## src/rtl/video_out_stage.sv

```systemverilog
// ---------------------------------------------------------------------------
// video_out_stage
//
// Output stage between a video core and a VGA-style encoder.
//
// What it does:
//   - Generates a pixel clock enable from the system clock.
//   - Samples the core colour and timing inputs once per pixel.
//   - Registers the sync signals and the data enable.
//   - Expands each colour component to 8 bits by bit replication.
//   - Blanks the colour outputs outside the active area.
//   - Measures the active width and height of every frame.
//
// Parameters:
//   DIV  pixel clock-enable divide ratio (1..16)
//   RW   red input width (1..8)
//   GW   green input width (1..8)
//   BW   blue input width (1..8)
//
// Ports:
//   clk_sys                   system clock (the only clock)
//   reset                     synchronous, active-high reset
//   red/green/blue            core colour components, RW/GW/BW bits
//   hblank/vblank             core blanking, active-high
//   hsync/vsync               core sync, active-high
//   ce_pixel                  pixel clock enable, one cycle in every DIV
//   vga_r/vga_g/vga_b         expanded 8-bit colour, zero while blanked
//   vga_hs/vga_vs/vga_de      registered sync and data enable
//   active_w/active_h         width of the last counted line (pixels) and
//                             number of counted lines of the last frame
//   meas_valid                active_w/active_h come from a complete frame
//   frame_tick                one-cycle pulse at each vsync rising edge
// ---------------------------------------------------------------------------
module video_out_stage #(
  parameter int DIV = 2,
  parameter int RW  = 5,
  parameter int GW  = 6,
  parameter int BW  = 5
) (
  input  logic          clk_sys,
  input  logic          reset,
  input  logic [RW-1:0] red,
  input  logic [GW-1:0] green,
  input  logic [BW-1:0] blue,
  input  logic          hblank,
  input  logic          vblank,
  input  logic          hsync,
  input  logic          vsync,
  output logic          ce_pixel,
  output logic [7:0]    vga_r,
  output logic [7:0]    vga_g,
  output logic [7:0]    vga_b,
  output logic          vga_hs,
  output logic          vga_vs,
  output logic          vga_de,
  output logic [11:0]   active_w,
  output logic [11:0]   active_h,
  output logic          meas_valid,
  output logic          frame_tick
);

  localparam int                CW       = (DIV > 1) ? $clog2(DIV) : 1;
  localparam logic [CW-1:0]     DIV_LAST = CW'(DIV - 1);
  localparam logic [11:0]       CNT_MAX  = 12'hFFF;

  logic [CW-1:0] div_cnt;
  logic [CW-1:0] div_next;

  logic [7:0]    red_exp;
  logic [7:0]    green_exp;
  logic [7:0]    blue_exp;

  logic          de;
  logic          line_end;
  logic          frame_end;

  logic [11:0]   pix_cnt;
  logic [11:0]   line_cnt;
  logic [11:0]   last_w;
  logic [11:0]   pix_tot;
  logic [11:0]   line_tot;
  logic [11:0]   last_w_tot;

  logic          prev_hblank;
  logic          prev_vsync;
  logic          frame_seen;

  // Next value of the divider. It wraps from DIV-1 back to 0, so with
  // DIV=1 it simply stays at 0.
  always_comb begin
    div_next = (div_cnt == DIV_LAST) ? '0 : div_cnt + 1'b1;
  end

  // Divider and pixel enable.
  // ce_pixel is registered from the next counter value. It is therefore
  // high exactly while div_cnt sits at DIV-1. Reset forces it low, and
  // the first enable appears DIV cycles after reset is released.
  always_ff @(posedge clk_sys) begin
    if (reset) begin
      div_cnt  <= '0;
      ce_pixel <= 1'b0;
    end else begin
      div_cnt  <= div_next;
      ce_pixel <= (div_next == DIV_LAST);
    end
  end

  // Colour expansion.
  // Output bit 7-i takes input bit W-1-(i mod W). The input bits repeat
  // MSB-first until all 8 bits are filled. For W=8 this is a
  // pass-through.
  for (genvar i = 0; i < 8; i++) begin : g_expand
    assign red_exp[7-i]   = red[RW-1-(i % RW)];
    assign green_exp[7-i] = green[GW-1-(i % GW)];
    assign blue_exp[7-i]  = blue[BW-1-(i % BW)];
  end

  // Per-sample view of the measurement state.
  //
  // The current sample is counted first. Only then are line and frame
  // boundaries applied. As a result:
  //   - a pixel that is active in the closing sample still belongs to
  //     its line;
  //   - a line that closes in the same sample as a frame is included
  //     in that frame's result.
  // Edges compare against the previous sampled value of the signal.
  always_comb begin
    de         = ~(hblank | vblank);
    line_end   = hblank & ~prev_hblank;
    frame_end  = vsync & ~prev_vsync;

    pix_tot    = pix_cnt;
    if (de && (pix_cnt != CNT_MAX)) begin
      pix_tot  = pix_cnt + 12'd1;
    end

    line_tot   = line_cnt;
    last_w_tot = last_w;
    if (line_end && (pix_tot != 12'd0)) begin
      line_tot   = (line_cnt == CNT_MAX) ? line_cnt : line_cnt + 12'd1;
      last_w_tot = pix_tot;
    end
  end

  // Video outputs.
  // These update only at the end of a pixel-enable cycle and hold
  // otherwise. Colour is forced to black whenever the sampled pixel is
  // outside the active area.
  always_ff @(posedge clk_sys) begin
    if (reset) begin
      vga_r  <= 8'd0;
      vga_g  <= 8'd0;
      vga_b  <= 8'd0;
      vga_hs <= 1'b0;
      vga_vs <= 1'b0;
      vga_de <= 1'b0;
    end else if (ce_pixel) begin
      vga_r  <= de ? red_exp   : 8'd0;
      vga_g  <= de ? green_exp : 8'd0;
      vga_b  <= de ? blue_exp  : 8'd0;
      vga_hs <= hsync;
      vga_vs <= vsync;
      vga_de <= de;
    end
  end

  // Line and pixel counting.
  // The previous hblank/vsync values reset high. This prevents a level
  // that is already high from being mistaken for an edge on the first
  // sample after reset.
  always_ff @(posedge clk_sys) begin
    if (reset) begin
      prev_hblank <= 1'b1;
      prev_vsync  <= 1'b1;
      pix_cnt     <= 12'd0;
    end else if (ce_pixel) begin
      prev_hblank <= hblank;
      prev_vsync  <= vsync;
      pix_cnt     <= line_end ? 12'd0 : pix_tot;
    end
  end

  // Frame bookkeeping.
  // At a frame boundary the running line count and last width are
  // published and then cleared. Otherwise they carry the per-sample
  // update.
  //
  // The first boundary after reset closes a partial frame, so
  // meas_valid is only raised from the second boundary onwards.
  // frame_tick defaults low every cycle, which keeps it to a single
  // clk_sys pulse even when DIV=1.
  always_ff @(posedge clk_sys) begin
    if (reset) begin
      line_cnt   <= 12'd0;
      last_w     <= 12'd0;
      active_w   <= 12'd0;
      active_h   <= 12'd0;
      frame_seen <= 1'b0;
      meas_valid <= 1'b0;
      frame_tick <= 1'b0;
    end else begin
      frame_tick <= 1'b0;
      if (ce_pixel) begin
        if (frame_end) begin
          active_h   <= line_tot;
          active_w   <= last_w_tot;
          line_cnt   <= 12'd0;
          last_w     <= 12'd0;
          frame_tick <= 1'b1;
          frame_seen <= 1'b1;
          if (frame_seen) begin
            meas_valid <= 1'b1;
          end
        end else begin
          line_cnt <= line_tot;
          last_w   <= last_w_tot;
        end
      end
    end
  end

endmodule

```

## config.mk

```make
export PLATFORM = sky130hd
export DESIGN_NAME = video_out_stage
export DESIGN_NICKNAME = d
export VERILOG_FILES = /design/src/rtl/video_out_stage.sv
export SDC_FILE = /design/constraint.sdc
export NUM_CORES = 1
export LEC_CHECK = 0
export BUFFER_PORTS_ARGS = -buffer_cell sky130_fd_sc_hd__buf_2
export CORE_MARGIN = 4
export CORE_UTILIZATION = 45
export CTS_CLUSTER_DIAMETER = 120
export DETAILED_ROUTE_END_ITERATION = 8
export GPL_ROUTABILITY_DRIVEN = 1
export GPL_TIMING_DRIVEN = 0
export PLACE_DENSITY = 0.67
export SYNTH_ARGS = -nofsm -noshare
export SYNTH_HDL_FRONTEND = slang
export SYNTH_SLANG_ARGS = --single-unit
```

## constraint.sdc

```tcl
create_clock -name clk_sys -period 3.6 [get_ports clk_sys]
set_input_delay 0.36 -clock clk_sys [delete_from_list [all_inputs] [get_ports clk_sys]]
set_output_delay 0.36 -clock clk_sys [all_outputs]
set_load 0.02 [all_outputs]
```

# Word-level counts from Yosys, hierarchy flattened
# Index checks and enable logic that the tools add are counted.
# totals
register_bits	93
out_inout_bits	54
input_bits	22
# classes
n_bitwise	7
mux	11
n_eq_ne	2
reduce_logical	7
n_addsub	3
# ops
cell	count
$mux 12	7
$add 12x1->12 const B	2
$mux 8	3
$eq 12x12->1 const B	1
$ne 12x12->1 const B	1
$reduce_bool 12->1	1
$not 1->1	4
$reduce_or 2->1	2
$reduce_and 3->1	1
$and 1x1->1	2
$logic_and 1x1->1	2
$reduce_and 2->1	1
$add 1x1->1 const B	1
$mux 1	1
$or 1x1->1	1

# Longest topological paths before layout
# Gate-level depths: netlist of the first run.
# depth
depth_word	8
mapped_depth	11

# Least setup slack after synthesis of the first run
# OpenSTA, ideal clock, no wires.
# synth_path
path_kind	reg-to-reg
from	register pix_cnt[0]
to	register active_w[1]
path_slack_ns	0.528
t_required_ns	3.467
arrival_time_ns	2.939
period_less_slack_ns	3.072
path_buffers	2
path_stages_with_launch	11
path_cell_list	dfxtp_1 -> ha_1 -> nand4b_1 -> nor4_1 -> mux2_2 -> or4_4 -> o31ai_2 -> buf_4 -> buf_6 -> mux2i_1 -> a21oi_1
# synth_between
elab_chain_cells	6
elab_cells_between_ends	7
cone_classes	add/sub (1); eq/ne (1); mux (2); reduce/logical (3)
# synth_rtl
item	line	text
start: declaration	77	logic [11:0] pix_cnt;
start signal: assignment	179	pix_cnt <= line_end ? 12'd0 : pix_tot;
branches (longest 2 deep; another with $add 12x1->12)	-	
$mux 12 (*)	133	if (de && (pix_cnt != CNT_MAX)) begin
$reduce_bool 12->1	139	if (line_end && (pix_tot != 12'd0)) begin
$logic_and 1x1->1	139	
$mux 12 (*)	139	
end signal: assignment	206	active_w <= last_w_tot;
end: declaration	56	output logic [11:0] active_w,
# Mark *: on every way between the ends.
# A chain may end at the register's enable or synchronous reset.

# Worst setup path in the final report of the first run
# layout_path
from	register pix_cnt[1]
to	register active_w[1]
# The elaborated chain is that of the path after synthesis.

==> results.ini, run 1 <==
[power_and_ir_drop]
seq_power_share=0.519
p_comb_frac=0.078
switchingPower_w=0.000460
p_leak_nw=1.91
p_int_w=0.00140
peakVddDrop_v=0.000209
powerDensity_nw_per_um2=411
finalPower_w=0.00186
clockPowerShare=0.403
switching_share=0.248

[sta]
rsz0062_at_grt=false
finalCritPeriodShare=0.919
fin_crit_ns=3.31
setup_violations=0
tightest_slew_ns=0.936
slew_headroom=0.371
maxClockFrequency_mhz=302
finalHoldViolations=0
finalClockSkew_ns=0.0139
drv_slew=0

[clock_tree]
worstSkewPairLatency_ns=0.36
htree_levels=3
root_buffer=clkbuf_8
cts-buffers-inserted=9
post_cts_buffers=0
cts.path.max_buffers=2
tritoncts=yes
holdBufCountCts=0
clock-sinks=85
clkTransAtPathRegs_ns=0.09

[synthesis]
async_flop_share=0
synthTopCellsByArea=dfxtp_1, a22o_1, o21ai_0
synth_cell_types=55
synth_fp_nets=447
yosysSeqAreaShare=0.449
synth_warnings=0
synthCells=423
avgSynthCellArea_um2=8.95
synth-edff-count=0
netlist_area_um2=3790
synth-seq-cells=85
yosysTopAreaCell=dfxtp_1
yosys.area.top_type_share=0.449
synth_top_flop_cell=dfxtp_1

[placed_design]
gp_congestion=0.852
placed_cell_area_um2=4290
port_buffers=75
dp_hpwl_um=7180

[setup_path]
rrSetupSlack_ns=0.29
crit_type=reg2reg
cp-start-kind=flop
crit_path_end_kind=flop
crit_chain=ha_2 > nand4b_1 > nor4_2 > mux2_2 > or4_4 > o31ai_2 > buf_4 > buf_6 > mux2i_1 > a21oi_1
rr_worst_depth=10
endpoint=active_w[1]
max_stage_delay_ns=0.58
critPathMaxFanout=10
crit_start=pix_cnt[1]
rr_endpoint=active_w[1]
critPathBufInv=2
worstPathRequired_ns=3.83
r2r-start=pix_cnt[1]
slowest_stage=or4_4
crit_cells=10
arrival_ns=3.54
path_delay_family=simple AND/OR/NAND/NOR gates

[drt]
drcViolationCount=0
wl_per_cell_um=15.8
ant_nets=0
via_count=3486
routed_wl_um=9780
drt-vias-per-instance=5.63
first_pass_iters=4
drtIter0Drc=217

[finish]
diodes=0
drive_gt1_frac=0.245
fill_cells=776
area_delta_synth_final_pct=19.5
nets=533
final_common_cell=dfxtp_1
final_cell_mix=dfxtp_1, buf_2, nor2_1, o21ai_0, nand2_1
fin_area_um2=4530

[job]
maxCapViolations=0

[grt]
grt_pass1_vias=3229
grt_pass1_wl_um=16000
gr-usage-all-layers=0.202
antenna_found_initial=0
grt_overflow=0
grt_max_degree=15

[floorplan]
die_y_um=99.7
std_cell_rows=33
coreArea_um2=8220
dieArea_um2=9950
io-pin-count=76
fp.dieW_um=99.7
initial_core_util=0.461

[run_status]
status=finished clean

[hold_path]
min_path_type=in2reg
min_from=red[1]

per-layer routing:
layer	track usage	routed length, um
met2	0.311	4350
met5	0	0
met1	0.285	4680
met4	0.0704	183
met3	0.0344	565
kinds of logic after synthesis:
logic type | Yosys count | share of synthesized area
simple gates | 135 | 0.184
xor+xnor | 10 | 0.0231
compound gates | 136 | 0.243
fa+ha+maj | 2 | 0.00661
buf+inv | 44 | 0.0624
mux | 11 | 0.0317
flops | 85 | 0.449
what timing repair did:
item / 4_1_cts / 5_1_grt
endpoints found under the hold margin: 0 / 0
resized for setup: 2 / 3
endpoints found under the setup margin: 3 / 14
how the worst min path moves through the flow:
stage          slack [ns]        end  depth (start not counted)
2_1_floorplan        0.43  last_w[7]                          2
3_3_place_gp         0.43     vga_de                          1
3_5_place_dp         0.44     vga_de                          1
4_1_cts              0.20   vga_r[4]                          2
5_1_grt              0.21   vga_r[3]                          2
6_report             0.21   vga_r[4]                          2
flip-flops by register name (all words and copies together), names as in the netlist, 5 cells and up:
signal    count
pix_cnt      12
vga_b         5
vga_r         5
active_h     12
line_cnt     12
vga_g         6
last_w       12
active_w     12
worst register-to-register path, cell delays in order (launching register included):
cell	delay [ns]
dfxtp_2	0.44
ha_2	0.29
nand4b_1	0.18
nor4_2	0.36
mux2_2	0.42
or4_4	0.58
o31ai_2	0.26
buf_4	0.23
buf_6	0.15
mux2i_1	0.20
a21oi_1	0.08
cells in the mapped netlist, types with 3 or more instances:
cell	instances
and3_1	7
buf_4	10
o211ai_1	3
a221oi_1	5
buf_2	3
nand3_1	14
nor3_1	7
xnor2_1	4
o31ai_1	9
a31oi_1	4
dfxtp_1	85
clkbuf_1	19
or2_2	3
a21o_1	5
a211oi_1	7
inv_1	8
xor2_1	6
buf_6	4
nand4_1	3
nand4_2	3
mux2_2	4
nor4_1	5
a22o_1	26
or3_1	5
mux2i_1	6
nand2b_1	3
nor2_1	36
and4_1	3
nand2_1	34
o21ai_0	36
a21oi_1	24
power by group through the flow:
stage / sequential, W / clock, W / combinational [W]
floorplan: 0.00100 / 0 / 0.0000741
global placement: 0.000986 / 0 / 0.000143
detailed placement: 0.000987 / 0 / 0.000145
CTS: 0.000965 / 0.000754 / 0.000146
global route: 0.000967 / 0.000793 / 0.000159
finish: 0.000965 / 0.000750 / 0.000145
per-stage QoR:
step	setup WS [ns]	hold slack [ns]	utilization	setup TNS, ns	instances
floorplan	0.528	0.425	-	0	423
global placement	-0.0157	0.431	0.523	-0.0461	603
detailed placement	-0.00469	0.441	0.523	-0.00469	603
CTS	0.0962	0.201	0.550	0	619
global route	0.0592	0.206	0.551	0	619
finish	0.293	0.213	0.551	0	619
final cells by class:
class	instances	area (um2)	share of cell area
Multi-Input combinational cell	294	1860	0.412
Sequential cell	85	1700	0.377
Timing Repair Buffer	75	375	0.0829
Buffer	36	206	0.0456
Clock buffer	11	131	0.0290
Tap cell	105	131	0.0290
Clock inverter	5	83.8	0.0185
Inverter	8	30.0	0.00664
No activity file was read; power rests on OpenSTA's default activity.
==> run 2, diff against run 1 <==
- CORE_MARGIN: 4 -> 2
==> run 2 against run 1 <==
  * Clock skew shrank 0.0029 ns
  * Setup slack worse by 0.094 ns
  * Final cell count unchanged
  * Combinational power about the same
  * Critical endpoint unchanged
  * Highest routed layer unchanged
==> results.ini, run 2 (synthesis results as in run 1) <==
[clock_tree]
cts-buffers-inserted=9
tritoncts=yes
holdBufCountCts=0
clkTransAtPathRegs_ns=0.09
cts.path.max_buffers=2
htree_levels=3
worstSkewPairLatency_ns=0.35
root_buffer=clkbuf_8
clock-sinks=85

[floorplan]
dieArea_um2=9170
die_y_um=95.7
coreArea_um2=8180
fp.dieW_um=95.7
std_cell_rows=33
io-pin-count=76
initial_core_util=0.463

[placed_design]
port_buffers=75
gp_congestion=0.907
dp_hpwl_um=6990
dp_cells=603
placed_cell_area_um2=4290

[sta]
rsz0062_at_grt=false
tightest_slew_ns=0.887
fin_setup_tns_ns=0
hold_slack_ns=0.216
finalClockSkew_ns=0.0110
finalCritPeriodShare=0.945
fin_crit_ns=3.40
drv_slew=0
setup_violations=0
slew_headroom=0.404
finalHoldViolations=0
maxClockFrequency_mhz=294

[finish]
diodes=0
fin_cells=619
final_common_cell=dfxtp_1
nets=533
drive_gt1_frac=0.245
final_util=0.557
area_delta_synth_final_pct=20.3
fin_area_um2=4560
final_cell_mix=dfxtp_1, buf_2, nor2_1, o21ai_0, nand2_1

[power_and_ir_drop]
peakVddDrop_v=0.000220
powerDensity_nw_per_um2=422
p_leak_nw=1.94

[setup_path]
worstPathRequired_ns=3.81
rrSetupSlack_ns=0.20
critPathBufInv=2
slowest_stage=or4_4
path_delay_family=simple AND/OR/NAND/NOR gates
rr_worst_depth=10
critPathMaxFanout=10
max_stage_delay_ns=0.58
crit_chain=ha_1 > nand4b_1 > nor4_4 > mux2_2 > or4_4 > o31ai_2 > buf_4 > buf_6 > mux2i_1 > a21oi_1
crit_type=reg2reg
cp-start-kind=flop
arrival_ns=3.62
rr_endpoint=active_w[1]
crit_path_end_kind=flop
r2r-start=pix_cnt[1]

[drt]
drtIter0Drc=262
routed_wl_um=9630
first_pass_iters=5
drt-vias-per-instance=5.55
wl_per_cell_um=15.5
ant_nets=0
via_count=3437
drcViolationCount=0

[hold_path]
hold_end=vga_g[4]
hold_depth=2
min_path_type=in2reg
min_from=green[2]

[job]
maxCapViolations=0

[grt]
antenna_found_initial=0
grt_pass1_vias=3099
gr-usage-all-layers=0.220
grt_max_degree=15
grt_overflow=0
grt_pass1_wl_um=15500

[run_status]
status=finished clean

==> run 2: layer usage <==
metal  up-vias  global-route usage  routed length [um]
li1       1716                   -                   -
met1      1611               0.309                4650
met2       101               0.347                4410
met3         9              0.0493                 469
met4         0              0.0488                  94
met5         -                   0                   0
==> run 2: worst max-delay path by stage <==
stage                    start          end  cells after the start
floorplan           pix_cnt[0]  active_w[1]                     10
global placement    pix_cnt[1]  line_cnt[6]                      9
detailed placement  pix_cnt[1]  active_w[1]                     10
CTS                 pix_cnt[1]  active_w[1]                     10
global route        pix_cnt[1]  active_w[7]                     11
finish              pix_cnt[1]  active_w[1]                     10
==> run 2: area by class of cell <==
class / instances / area [um2]
buffer: 36 / 206
clock buffer: 10 / 128
clock inverter: 6 / 111
fill: 781 / 3620
inverter: 8 / 30.0
multi-input combinational: 294 / 1870
sequential: 85 / 1700
tap: 105 / 131
timing repair buffer: 75 / 375
==> run 2: what timing repair did <==
item | CTS | global route
pin swaps | 0 | 0
endpoints found under the hold margin | 0 | 0
resized for setup | 1 | 4
endpoints found under the setup margin | 7 | 22
setup buffers | 0 | 0
==> run 2: metrics by stage <==
step / total power [W] / worst slack, ns
floorplan: 0.00108 / 0.528
global placement: 0.00113 / 0.0231
detailed placement: 0.00113 / -0.00588
CTS: 0.00194 / 0.0700
global route: 0.00199 / 0.0375
finish: 0.00192 / 0.199
==> run 2: power breakdown <==
| part | internal (W) | switching (W) | total (W) |
|---|---|---|---|
| combinational | 0.0000493 | 0.0000959 | 0.000145 |
| sequential | 0.000956 | 0.00000910 | 0.000965 |
| clock | 0.000461 | 0.000350 | 0.000811 |
| total | 0.00147 | 0.000455 | 0.00192 |
==> run 3, diff against run 2 <==
- ABC_CLOCK_PERIOD_IN_PS: unset -> 2900
- PLACE_DENSITY: 0.67 -> 0.7
- clock period: 3.6 -> 2.9 ns (I/O delays scaled with it)
==> run 3 against run 2 <==
  * Sequential share of layout area shrank 1.9 points
  * Utilization grew 3.3 points
  * Highest routed layer unchanged
  * Largest cell class unchanged
  * Die area is the same
  * Total power up 18%
  * Critical path depth is 1 higher
  * Setup slack lost 0.17 ns
  * Design area grew 6.0%
  * Global-route usage rose by 1.0 points
  * Hold slack worse by 0.082 ns
  * Wire length increased by 6.8%
==> results.ini, run 3 (synthesis results as in run 1) <==
[sta]
rsz0062_at_grt=true
setup_violations=0
tightest_slew_ns=0.918
fin_crit_ns=2.87
finalClockSkew_ns=0.0130
post-route-worst-setup-slack_ns=0.0293
finalCritPeriodShare=0.990
drv_slew=0
maxClockFrequency_mhz=348
slew_headroom=0.384
finalHoldViolations=0

[grt]
gr-usage-all-layers=0.230
grt_max_degree=16
antenna_found_initial=0
grt_pass1_wl_um=16200
grt_overflow=0
grt_pass1_vias=3227

[drt]
drcViolationCount=0
drt-vias-per-instance=5.65
drtIter0Drc=288
drt-met1-wl_um=4690
routed.top_layer=met4
via_count=3594
routed_wl_um=10300
first_pass_iters=6
wl_met3_um=677
wl_per_cell_um=16.2
met2_wirelength_um=4760
ant_nets=0

[finish]
final_cell_mix=dfxtp_1, buf_2, nor2_1, nand2_1, o21ai_0
multi_input_area_um2=2010
drive_gt1_frac=0.311
diodes=0
fin_cells=636
fin_area_um2=4830
ff_latch_area_um2=1710
area_delta_synth_final_pct=27.5
nets=550
final_util=0.590
final_common_cell=dfxtp_1
fill_cells=728

[clock_tree]
worstSkewPairLatency_ns=0.36
cts-buffers-inserted=9
cts.path.max_buffers=2
clkTransAtPathRegs_ns=0.09
root_buffer=clkbuf_8
htree_levels=3
tritoncts=yes
clock-sinks=85

[power_and_ir_drop]
finalPower_w=0.00227
peakVddDrop_v=0.000315
powerDensity_nw_per_um2=471
p_leak_nw=2.04

[floorplan]
dieArea_um2=9170
std_cell_rows=33
fp.dieW_um=95.7
coreArea_um2=8180
io-pin-count=76
die_y_um=95.7
initial_core_util=0.463

[setup_path]
endpoint=active_h[7]
rrSetupSlack_ns=0.03
slowest_stage=or4_4
path_delay_family=simple AND/OR/NAND/NOR gates
r2r-start=pix_cnt[0]
crit_path_end_kind=flop
cp-start-kind=flop
max_stage_delay_ns=0.57
arrival_ns=3.09
critPathBufInv=2
rr_worst_depth=11
worstPathRequired_ns=3.12
rr_endpoint=active_h[7]
critPathMaxFanout=4
crit_start=pix_cnt[0]
crit_type=reg2reg
crit_cells=11
crit_chain=ha_4 > nand4b_1 > buf_4 > nor4_4 > mux2_4 > or4_4 > o31ai_4 > buf_2 > nor3_1 > a21oi_1 > a211oi_1

[placed_design]
dp_hpwl_um=7060
port_buffers=75
gp_congestion=0.905
pre_cts_slack_ns=-0.482
placed_cell_area_um2=4300
dp_cells=603

[hold_path]
min_path_type=in2reg
hold_depth=2

[run_status]
status=finished clean

[job]
maxCapViolations=0

-- run 3: worst min path at each step --
stage | start | endpoint
after global routing | blue[1] | vga_b[4]
final | red[3] | vga_r[6]
after floorplan | blue[4] | vga_b[2]
after detailed placement | vga_de | vga_de
after CTS | blue[0] | vga_b[3]
after global placement | vga_de | vga_de
-- run 3: per-layer routing --
layer / GRT usage / vias up
met5: 0 / -
met4: 0.0821 / 0
met3: 0.0454 / 14
met2: 0.355 / 124
met1: 0.321 / 1702
li1: - / 1754
-- run 3: timing repair --
| action | CTS | global route |
|---|---|---|
| pin swaps | 31 | 9 |
| endpoints found under the setup margin | 42 | 44 |
| setup buffers | 13 | 3 |
| gates cloned | 2 | 0 |
| hold endpoints to repair | 0 | 0 |
| gates resized for setup | 32 | 16 |
| hold buffers | 0 | 0 |
-- run 3: cell type report --
cell class | count | share of cell area
sequential | 85 | 0.355
buffer | 35 | 0.0451
inverter | 8 | 0.00622
clock buffer | 10 | 0.0285
timing repair buffer | 93 | 0.107
tap | 105 | 0.0272
multi-input combinational | 294 | 0.417
clock inverter | 6 | 0.0143
-- run 3: power by group --
part	internal (W)	total [W]	switching [W]
registers	0.00118	0.00120	0.0000108
clock network	0.000428	0.000879	0.000451
logic	0.0000714	0.000198	0.000126
-- run 3: worst reg2reg max path: cells and delay by family, from the launching register on --
family | cells | cell delay (ns)
compound gates | 3 | 0.55
simple gates | 4 | 0.96
flops | 1 | 0.37
mux | 1 | 0.34
fa+ha+maj | 1 | 0.14
buf+inv | 2 | 0.40
-- run 3: stage by stage --
| step | setup TNS, ns | hold WS [ns] |
|---|---|---|
| 2_1_floorplan | 0 | 0.416 |
| 3_3_place_gp | -12.07 | 0.430 |
| 3_5_place_dp | -14.31 | 0.437 |
| 4_1_cts | -0.975 | 0.129 |
| 5_1_grt | -0.290 | 0.125 |
| 6_report | 0 | 0.135 |
